$ cat config.mk
export PLATFORM = sky130hd
export DESIGN_NAME = ddr3_dfi_init_seq
export DESIGN_NICKNAME = d
export VERILOG_FILES = /design/src/rtl/ddr3_dfi_init_seq.sv
export SDC_FILE = /design/constraint.sdc
export NUM_CORES = 1
export LEC_CHECK = 0
export BUFFER_PORTS_ARGS = -buffer_cell sky130_fd_sc_hd__buf_4
export CAP_MARGIN = 0
export CORE_MARGIN = 1.5
export CORE_UTILIZATION = 37
export DETAILED_ROUTE_END_ITERATION = 10
export PLACE_DENSITY = 0.57
export SLEW_MARGIN = 20
export SYNTH_ARGS = -nofsm -noshare
export SYNTH_HDL_FRONTEND = slang
export SYNTH_SLANG_ARGS = --single-unit
$ cat constraint.sdc
create_clock -name clock -period 4 [get_ports clock]
set_input_delay 0.2 -clock clock [delete_from_list [all_inputs] [get_ports clock]]
set_output_delay 0.2 -clock clock [all_outputs]
set_load 0.02 [all_outputs]
$ cat src/rtl/ddr3_dfi_init_seq.sv
// DDR3 power-up / initialisation sequencer for the GW2A DFI PHY.
// Walks the reset -> CKE -> MRS2/3/1/0 -> ZQCL -> PHY config sequence with a
// single down-counter, then hands the DFI command bus to the controller
// through a registered pass-through.
module ddr3_dfi_init_seq #(
  parameter int unsigned          ADDR_BITS = 14,
  parameter int unsigned          RD_LAT    = 4,
  parameter int unsigned          T_RESET   = 20000,
  parameter int unsigned          T_CKE     = 50000,
  parameter int unsigned          T_XPR     = 16,
  parameter int unsigned          T_MRD     = 4,
  parameter int unsigned          T_MOD     = 12,
  parameter int unsigned          T_ZQINIT  = 512,
  parameter logic [ADDR_BITS-1:0] MR0       = 'h0520,
  parameter logic [ADDR_BITS-1:0] MR1       = 'h0004,
  parameter logic [ADDR_BITS-1:0] MR2       = 'h0000,
  parameter logic [ADDR_BITS-1:0] MR3       = 'h0000
) (
  input  logic                 clock,
  input  logic                 reset_n,
  input  logic                 restart_i,
  input  logic                 ctl_cs_n_i,
  input  logic                 ctl_ras_n_i,
  input  logic                 ctl_cas_n_i,
  input  logic                 ctl_we_n_i,
  input  logic                 ctl_odt_i,
  input  logic [2:0]           ctl_bank_i,
  input  logic [ADDR_BITS-1:0] ctl_address_i,
  output logic                 ctl_ready_o,
  output logic                 dfi_reset_n_o,
  output logic                 dfi_cke_o,
  output logic                 dfi_cs_n_o,
  output logic                 dfi_ras_n_o,
  output logic                 dfi_cas_n_o,
  output logic                 dfi_we_n_o,
  output logic                 dfi_odt_o,
  output logic [2:0]           dfi_bank_o,
  output logic [ADDR_BITS-1:0] dfi_address_o,
  output logic                 cfg_valid_o,
  output logic [31:0]          cfg_o,
  output logic                 init_done_o
);

  // 24 bits covers the 500 us CKE wait at 100 MHz with plenty of margin.
  localparam int unsigned CNT_W = 24;

  typedef enum logic [3:0] {
    S_RST, S_CKEW, S_XPR, S_MRS2, S_MRS3, S_MRS1, S_MRS0, S_ZQ, S_CFG, S_DONE
  } state_e;

  typedef struct packed {
    logic                 cs_n;
    logic                 ras_n;
    logic                 cas_n;
    logic                 we_n;
    logic                 odt;
    logic [2:0]           bank;
    logic [ADDR_BITS-1:0] addr;
  } cmd_t;

  localparam cmd_t CMD_DESEL = '{cs_n: 1'b1, ras_n: 1'b1, cas_n: 1'b1, we_n: 1'b1,
                                 odt: 1'b0, bank: 3'd0, addr: '0};
  localparam cmd_t CMD_NOP   = '{cs_n: 1'b0, ras_n: 1'b1, cas_n: 1'b1, we_n: 1'b1,
                                 odt: 1'b0, bank: 3'd0, addr: '0};
  localparam cmd_t CMD_ZQCL  = '{cs_n: 1'b0, ras_n: 1'b1, cas_n: 1'b1, we_n: 1'b0,
                                 odt: 1'b0, bank: 3'd0,
                                 addr: ADDR_BITS'(32'h0000_0400)};

  localparam logic [31:0] CFG_WORD = {20'b0, 4'(RD_LAT), 8'b0};

  // RST is entered on the reset/restart edge itself (cycle 0), so it loads
  // the full T_RESET to leave dfi_reset_n low through cycle T_RESET.
  localparam logic [CNT_W-1:0] LD_RESET  = CNT_W'(T_RESET);
  localparam logic [CNT_W-1:0] LD_CKE    = CNT_W'(T_CKE - 1);
  localparam logic [CNT_W-1:0] LD_XPR    = CNT_W'(T_XPR - 1);
  localparam logic [CNT_W-1:0] LD_MRD    = CNT_W'(T_MRD - 1);
  localparam logic [CNT_W-1:0] LD_MOD    = CNT_W'(T_MOD - 1);
  localparam logic [CNT_W-1:0] LD_ZQINIT = CNT_W'(T_ZQINIT - 1);

  function automatic cmd_t mrs_cmd(input logic [2:0] ba, input logic [ADDR_BITS-1:0] val);
    cmd_t c;
    c      = '{cs_n: 1'b0, ras_n: 1'b0, cas_n: 1'b0, we_n: 1'b0,
               odt: 1'b0, bank: 3'd0, addr: '0};
    c.bank = ba;
    c.addr = val;
    return c;
  endfunction

  state_e           state_q, state_d;
  logic [CNT_W-1:0] cnt_q, cnt_d;
  cmd_t             cmd_q, cmd_d;
  logic             dfi_reset_n_q, dfi_reset_n_d;
  logic             dfi_cke_q, dfi_cke_d;
  logic             cfg_valid_q, cfg_valid_d;
  logic [31:0]      cfg_q, cfg_d;
  logic             init_done_q, init_done_d;
  logic             entering;
  cmd_t             ctl_cmd;

  assign ctl_cmd = '{cs_n: ctl_cs_n_i, ras_n: ctl_ras_n_i, cas_n: ctl_cas_n_i,
                     we_n: ctl_we_n_i, odt: ctl_odt_i, bank: ctl_bank_i,
                     addr: ctl_address_i};

  // Next state, counter and next output values; outputs are decoded from the
  // next state so every output register lines up with the state register.
  always_comb begin
    // NOTE: every signal assigned here gets a default first, so no path can
    // leave one unassigned and infer a latch.
    state_d       = state_q;
    cnt_d         = (cnt_q != '0) ? cnt_q - CNT_W'(1) : '0;
    dfi_reset_n_d = 1'b1;
    dfi_cke_d     = 1'b1;
    cmd_d         = CMD_NOP;
    cfg_valid_d   = 1'b0;
    cfg_d         = cfg_q;
    init_done_d   = 1'b0;

    unique case (state_q)
      S_RST:  if (cnt_q == '0) begin state_d = S_CKEW; cnt_d = LD_CKE;    end
      S_CKEW: if (cnt_q == '0) begin state_d = S_XPR;  cnt_d = LD_XPR;    end
      S_XPR:  if (cnt_q == '0) begin state_d = S_MRS2; cnt_d = LD_MRD;    end
      S_MRS2: if (cnt_q == '0) begin state_d = S_MRS3; cnt_d = LD_MRD;    end
      S_MRS3: if (cnt_q == '0) begin state_d = S_MRS1; cnt_d = LD_MRD;    end
      S_MRS1: if (cnt_q == '0) begin state_d = S_MRS0; cnt_d = LD_MOD;    end
      S_MRS0: if (cnt_q == '0) begin state_d = S_ZQ;   cnt_d = LD_ZQINIT; end
      S_ZQ:   if (cnt_q == '0) begin state_d = S_CFG;  cnt_d = '0;        end
      S_CFG:  state_d = S_DONE;
      S_DONE: if (restart_i)   begin state_d = S_RST;  cnt_d = LD_RESET;  end
      default: begin state_d = S_RST; cnt_d = LD_RESET; end
    endcase

    // Commands are issued only on the first cycle of their state.
    entering = (state_d != state_q);

    unique case (state_d)
      S_RST: begin
        dfi_reset_n_d = 1'b0;
        dfi_cke_d     = 1'b0;
        cmd_d         = CMD_DESEL;
      end
      S_CKEW: begin
        dfi_cke_d = 1'b0;
        cmd_d     = CMD_DESEL;
      end
      S_MRS2: if (entering) cmd_d = mrs_cmd(3'd2, MR2);
      S_MRS3: if (entering) cmd_d = mrs_cmd(3'd3, MR3);
      S_MRS1: if (entering) cmd_d = mrs_cmd(3'd1, MR1);
      S_MRS0: if (entering) cmd_d = mrs_cmd(3'd0, MR0);
      S_ZQ:   if (entering) cmd_d = CMD_ZQCL;
      S_CFG: begin
        cfg_valid_d = 1'b1;
        cfg_d       = CFG_WORD;
      end
      S_DONE: begin
        init_done_d = 1'b1;
        // The controller only sees ready from the first DONE cycle, so its
        // inputs are forwarded from the second DONE edge onwards.
        if (state_q == S_DONE) cmd_d = ctl_cmd;
      end
      default: ;
    endcase
  end

  // State, counter and registered outputs.
  always_ff @(posedge clock or negedge reset_n) begin
    if (!reset_n) begin
      state_q       <= S_RST;
      cnt_q         <= LD_RESET;
      cmd_q         <= CMD_DESEL;
      dfi_reset_n_q <= 1'b0;
      dfi_cke_q     <= 1'b0;
      cfg_valid_q   <= 1'b0;
      cfg_q         <= '0;
      init_done_q   <= 1'b0;
    end else begin
      // NOTE: non-blocking assignments so every register samples the
      // pre-edge values, independent of statement order.
      state_q       <= state_d;
      cnt_q         <= cnt_d;
      cmd_q         <= cmd_d;
      dfi_reset_n_q <= dfi_reset_n_d;
      dfi_cke_q     <= dfi_cke_d;
      cfg_valid_q   <= cfg_valid_d;
      cfg_q         <= cfg_d;
      init_done_q   <= init_done_d;
    end
  end

  assign dfi_reset_n_o = dfi_reset_n_q;
  assign dfi_cke_o     = dfi_cke_q;
  assign dfi_cs_n_o    = cmd_q.cs_n;
  assign dfi_ras_n_o   = cmd_q.ras_n;
  assign dfi_cas_n_o   = cmd_q.cas_n;
  assign dfi_we_n_o    = cmd_q.we_n;
  assign dfi_odt_o     = cmd_q.odt;
  assign dfi_bank_o    = cmd_q.bank;
  assign dfi_address_o = cmd_q.addr;
  assign cfg_valid_o   = cfg_valid_q;
  assign cfg_o         = cfg_q;
  assign init_done_o   = init_done_q;
  assign ctl_ready_o   = init_done_q;

endmodule

Yosys cells after proc, flatten, opt, wreduce, memory -nomap -nowiden --
Index checks and enable logic that the tools add are counted.
Word-level totals: register bits 55
Operators by class: equal/unequal tests 18, reduce and logical (&&, ||, !) cells 6, $add $sub $neg 1, multiplexer cells 30
Operators by type and width (count):
- 2-to-1 mux 24 bit | 8
- case mux 24 bit (8 select lines) | 1
- case mux 22 bit (7 select lines) | 1
- 2-to-1 mux 21 bit | 4
- case mux 4 bit (10 select lines) | 1
- 2-to-1 mux 4 bit | 9
- equality test 4 x 3 -> 1 bit, second input constant | 8
- zero test 24 bit | 1
- nonzero test 24 bit | 1
- subtractor 24 x 1 -> 24 bit, second input constant | 1
- 2-to-1 mux 22 bit | 1
- 2-to-1 mux 19 bit | 1
- equality test 4 bit, second input constant | 4
- equality test 4 x 2 -> 1 bit, second input constant | 3
- equality test 4 x 1 -> 1 bit, second input constant | 2
- zero test 4 bit | 2
- 2-to-1 mux 1 bit | 4
- inequality test 4 bit | 1
- OR reduction 3 bit | 1
- OR reduction 2 bit | 1

Logic depth before layout (Yosys ltp) --
depth after elaboration 6, mapped depth 8, mapped depth without buffers 7

Worst setup path before layout --
No wires, ideal clock.
kind register to register, from register cnt_q[12], to register cnt_q[2], arrival time 1838 ps, slack 2015 ps, buffers on the path 2, stages on the path, launching flop included 8, cell sequence dfrtp_1 > or3_1 > buf_2 > or2_0 > buf_6 > o41ai_2 > a21boi_2 > a222oi_1
Between the ends: word-level cells in the longest chain between the ends 4, elaborated cells on any way between the ends 11
Ends and longest elaborated chain:
- from (decl) | RTL line 90 | logic [CNT_W-1:0] cnt_q, cnt_d;
- from (signal assigned) | RTL line 179 | cnt_q <= cnt_d;
- nonzero test 24 bit | RTL line 110 | cnt_d = (cnt_q != '0) ? cnt_q - CNT_W'(1) : '0;
- 2-to-1 mux 24 bit | RTL line 110
- 2-to-1 mux 24 bit, or another cell as far along | RTL line 128 | S_DONE: if (restart_i) begin state_d = S_RST; cnt_d = LD_RESET; end
- case mux 24 bit (8 select lines) (*) | RTL line 118 | unique case (state_q)
- named net cnt_d[2] | RTL line 90
The timed path passes the listed nets; every way through them passes the cells marked *. A chain may end at the register's enable or synchronous reset.

Worst setup path after layout --
from register cnt_q[18], to register cnt_q[5]
Same word-level chain as after synthesis.

==> impl_summary.md <==
Final layout
The filler cells instantiated in the layout total 787. The synthesis-to-layout area growth is 14.47%. Cells with a size suffix above 1 make up 22.32% of the layout. The design area is 3406 um2.

At the end of the flow, the number of nets in the layout was 380. The final antenna diode count is 0.

Worst hold path
The worst hold path passes through 3 cells. The worst hold path terminates at dfi_address_o[8]. The type of the most critical hold path is in2reg.

The startpoint of the tightest hold check path is ctl_address_i[8].

Pwr
The highest ir drop seen on vdd is 162.5 uV. The total internal power is 925.4 uW. In this run the power density over the cells is 411.6 nW/um2. The combinational group share of total power is 25.0%.

Of the total power, the clock network draws 22.2%. The share of power burned in registers is 52.8%. The total net switching power is 476.4 uW.

The net switching share of the total power is 33.98%. Summed over all cells, the static leakage comes to 0.001608 uW. The completed layout was analyzed and its total power is 1402 uW.

Drt
The number of antenna-violating nets in the routed design is 0. The routed length per instance is 13.00 um. The detailed-router iteration count before antenna repair is 4. After detailed routing, the number of remaining DRC violations is 0. Dividing the detail-routed via count by the number of cells gives 4.708. The detailed router finished its first iteration with 62 violations. The total wire length is 5930 um. For this block, the via count after detailed routing is 2,147.

Clocking
TritonCTS built the clock tree. The tree is rooted in a sky130_fd_sc_hd__clkbuf_8. The number of buffers created by CTS is 5. Post-CTS repair changed the size of 0 cells.

The clock tree buffer depth is 2. Clock-pin slew was measured on the worst setup and hold paths at 0.10 ns. The number of sinks on the clock net is 55.

The hold-fix buffer count after cts is 1. Clock latency on the worst-skew pair, taken at its later pin, is 0.31 ns. In this run the post-CTS setup repair buffer count came out at 0.

The H-tree was split into 2 levels.

Synthesis
Synthesis handed over a netlist of 309 instances. In this run, synthesis inferred 0 flip-flops with an integrated enable. The fraction of the yosys area taken by sequential cells is 46.64%.

The biggest area consumer among synthesized cells is sky130_fd_sc_hd__dfrtp_1. The synthesized design contains 55 register bits. The yosys synthesis warning count is 0. The post-synthesis average cell area is 9.629 um2. The netlist uses 57 different library cells. The synthesized netlist occupies a cell area of 2975 um2. In the post-synthesis netlist, the biggest area contributors are sky130_fd_sc_hd__dfrtp_1, sky130_fd_sc_hd__buf_4, sky130_fd_sc_hd__dfstp_2. The top cell type's share of synthesized area is 38.69%.

The top flip-flop cell by instance count after synthesis is sky130_fd_sc_hd__dfrtp_1. After synthesis, the share of flip-flops with an asynchronous set or reset is 100.0%.

GRT
Global routing consumed, on the met2 layer, 23.28% of the routing resources. The global-route wire length before repair is 9722 um. The global routing usage on met3 is 2.956%. The initial antenna violation count was 0. Entering global routing, the biggest net connects 56 pins. The number of global-route vias before repair is 1,998.

The overall routing resource usage is 14.20%. The layer flagged by global routing as most heavily used is met2. Summed over all layers, the global routing overflow is 0. The global routing usage on met1 is 19.35%.

Worst setup path
The launching point of the worst reg2reg path is cnt_q[18]. At the worst endpoint, the arrival time is 2.61 ns. The kind of critical path is reg2reg. STA puts the critical path data required time at 4.24 ns. The setup slack on the worst flop-to-flop path is 1.62 ns. The worst setup path is launched from a flop. The number of cells on the worst reg-to-reg path is 5.

Of all nets on the critical path, the largest fanout is 9. The worst register-to-register path ends at cnt_q[5]. The worst setup path is captured at a flop.

Placed design
The detailed-placement wirelength estimate is 4326 um. The total of buffers placed on input and output ports is 52. In this run the cell area measured after placement is 3304 um2. The routability-driven placement congestion ratio is 0.8044.

STA
Between clock sinks in the finished design, the worst skew comes to 0.006186 ns. Setup repair after global routing left no endpoint under its margin. The maximum clock rate is 0.4204 GHz.

For the pin with the worst max-slew slack, the measured transition is 0.9793 ns. The final critical-path required period is 2.379 ns. The hold violation total from the final report is 0. The max-slew violation count is 0.

Setup violations remaining at the end of the flow were counted as 0. After routing, the total negative slack on setup checks comes to 0 ns. The worst slew slack as a fraction of its limit is 34.43%. The post-route clock period utilization is 59.47%.

Floorplan
The core region is 7767 um2. The die covers 8589 um2. For this configuration, the core starts out at a cell density of 38.31%. In this run the count of I/O pins placed on the die edge is 84. The floorplan step set the die width to 92.68 um. The floorplan die height is 92.68 um. The number of rows in the core area is 32.

Run
The number of max-cap violations is 0.

Outcome
The run finished with clean final reports.
==> placed cells by master, fill, tap and decap left out, types with 3 or more instances in the layout <==
cell and count:
sky130_fd_sc_hd__o21ai_0 15, sky130_fd_sc_hd__dfstp_2 9, sky130_fd_sc_hd__conb_1 31, sky130_fd_sc_hd__xor2_1 7, sky130_fd_sc_hd__nor2b_1 3, sky130_fd_sc_hd__a21oi_1 16
sky130_fd_sc_hd__nor4_1 8, sky130_fd_sc_hd__xnor2_1 16, sky130_fd_sc_hd__and2_1 14, sky130_fd_sc_hd__clkbuf_8 5, sky130_fd_sc_hd__or3_1 4, sky130_fd_sc_hd__inv_1 5
sky130_fd_sc_hd__buf_4 52, sky130_fd_sc_hd__nand4_1 5, sky130_fd_sc_hd__nor2_1 29, sky130_fd_sc_hd__nand2_1 26, sky130_fd_sc_hd__dfrtp_1 46, sky130_fd_sc_hd__nand3_1 4
sky130_fd_sc_hd__and3_1 3, sky130_fd_sc_hd__nor3_1 8
==> power by group through the flow <==
stage | logic, uW | registers, uW | clock network, uW
floorplan | 306 | 719 | 0
global placement | 352 | 750 | 0
detailed placement | 351 | 751 | 0
CTS | 356 | 741 | 328
global route | 393 | 753 | 350
finish | 350 | 741 | 311
==> layout make-up <==
cell class | count | area (um2) | share of cell area, %
Inverter | 6 | 22.52 | 0.6613
Clock inverter | 3 | 22.52 | 0.6613
Sequential cell | 55 | 1388 | 40.74
Clock buffer | 5 | 68.82 | 2.021
Tap cell | 102 | 127.6 | 3.747
Timing Repair Buffer | 53 | 400.4 | 11.76
Multi-Input combinational cell | 232 | 1376 | 40.41
==> cells by family after synthesis <==
family,share of synthesized area (%)
other,0.1260
DFF,46.64
buffers and inverters,11.06
xor gates and xnor gates,6.770
AOI/OAI and AO/OA,11.94
adders and majority gates,0.8409
and+or+nand+nor,22.62
==> cell usage after synthesis (all sizes together) (2+ instances only) <==
cell and count:
a21oi 16, nand4 5, buf 38, xor2 7, a21o 2, nand2 26, and3 3, or4 2
xnor2 16, a21boi 3, or3 4, nor3 10, clkbuf 8, a311oi 2, nor3b 2, a221o 2
ha 2, and2 14, o22ai 2, dfrtp 46, o21bai 2, nand2b 2, nand3 5, nor4 10
nor2 29, nor2b 3, o21ai 16, dfstp 9, or2 2, inv 5
==> how the worst max path moves through the flow <==
stage / from / end / slack [ns]
2_1_floorplan: cnt_q[12] / cnt_q[2] / 2.02
3_3_place_gp: cnt_q[12] / cnt_q[5] / 1.70
3_5_place_dp: cnt_q[18] / cnt_q[5] / 1.68
4_1_cts: cnt_q[18] / cnt_q[5] / 1.65
5_1_grt: cnt_q[18] / cnt_q[5] / 1.51
6_report: cnt_q[18] / cnt_q[5] / 1.62
==> registers in the layout, summed over array words and instances, names as in the netlist <==
name	cells
cnt_q	24
dfi_cas_n_o	1
dfi_odt_o	1
dfi_we_n_o	1
dfi_cs_n_o	1
state_q	4
dfi_ras_n_o	1
cfg_valid_o	1
dfi_cke_o	1
dfi_bank_o	3
ctl_ready_o	1
cfg_o	1
dfi_reset_n_o	1
dfi_address_o	14
==> worst max-delay path, cell delays in order (launching register included) <==
cell,delay (ns)
sky130_fd_sc_hd__dfrtp_1,0.42
sky130_fd_sc_hd__nor4_1,0.68
sky130_fd_sc_hd__nand4_1,0.34
sky130_fd_sc_hd__nor3_4,0.45
sky130_fd_sc_hd__a21oi_1,0.11
sky130_fd_sc_hd__a211o_1,0.31
==> metrics by stage <==
stage / utilization, % / instances / setup slack [ns] / hold slack (ns)
after detailed placement: 42.54 / 447 / 1.684 / 0.2940
after global routing: 43.85 / 456 / 1.513 / 0.06393
after CTS: 43.85 / 456 / 1.654 / 0.07319
final: 43.85 / 456 / 1.621 / 0.08221
after floorplan: - / 339 / 2.015 / -0.09559
after global placement: 42.54 / 447 / 1.697 / 0.2929
==> per-layer routing <==
layer  wire length (um)  vias up
met3                308        8
met5                  0        -
met1               2913      989
li1                   -     1082
met4                 57        0
met2               2650       68
Power figures use the tool's default switching activity.
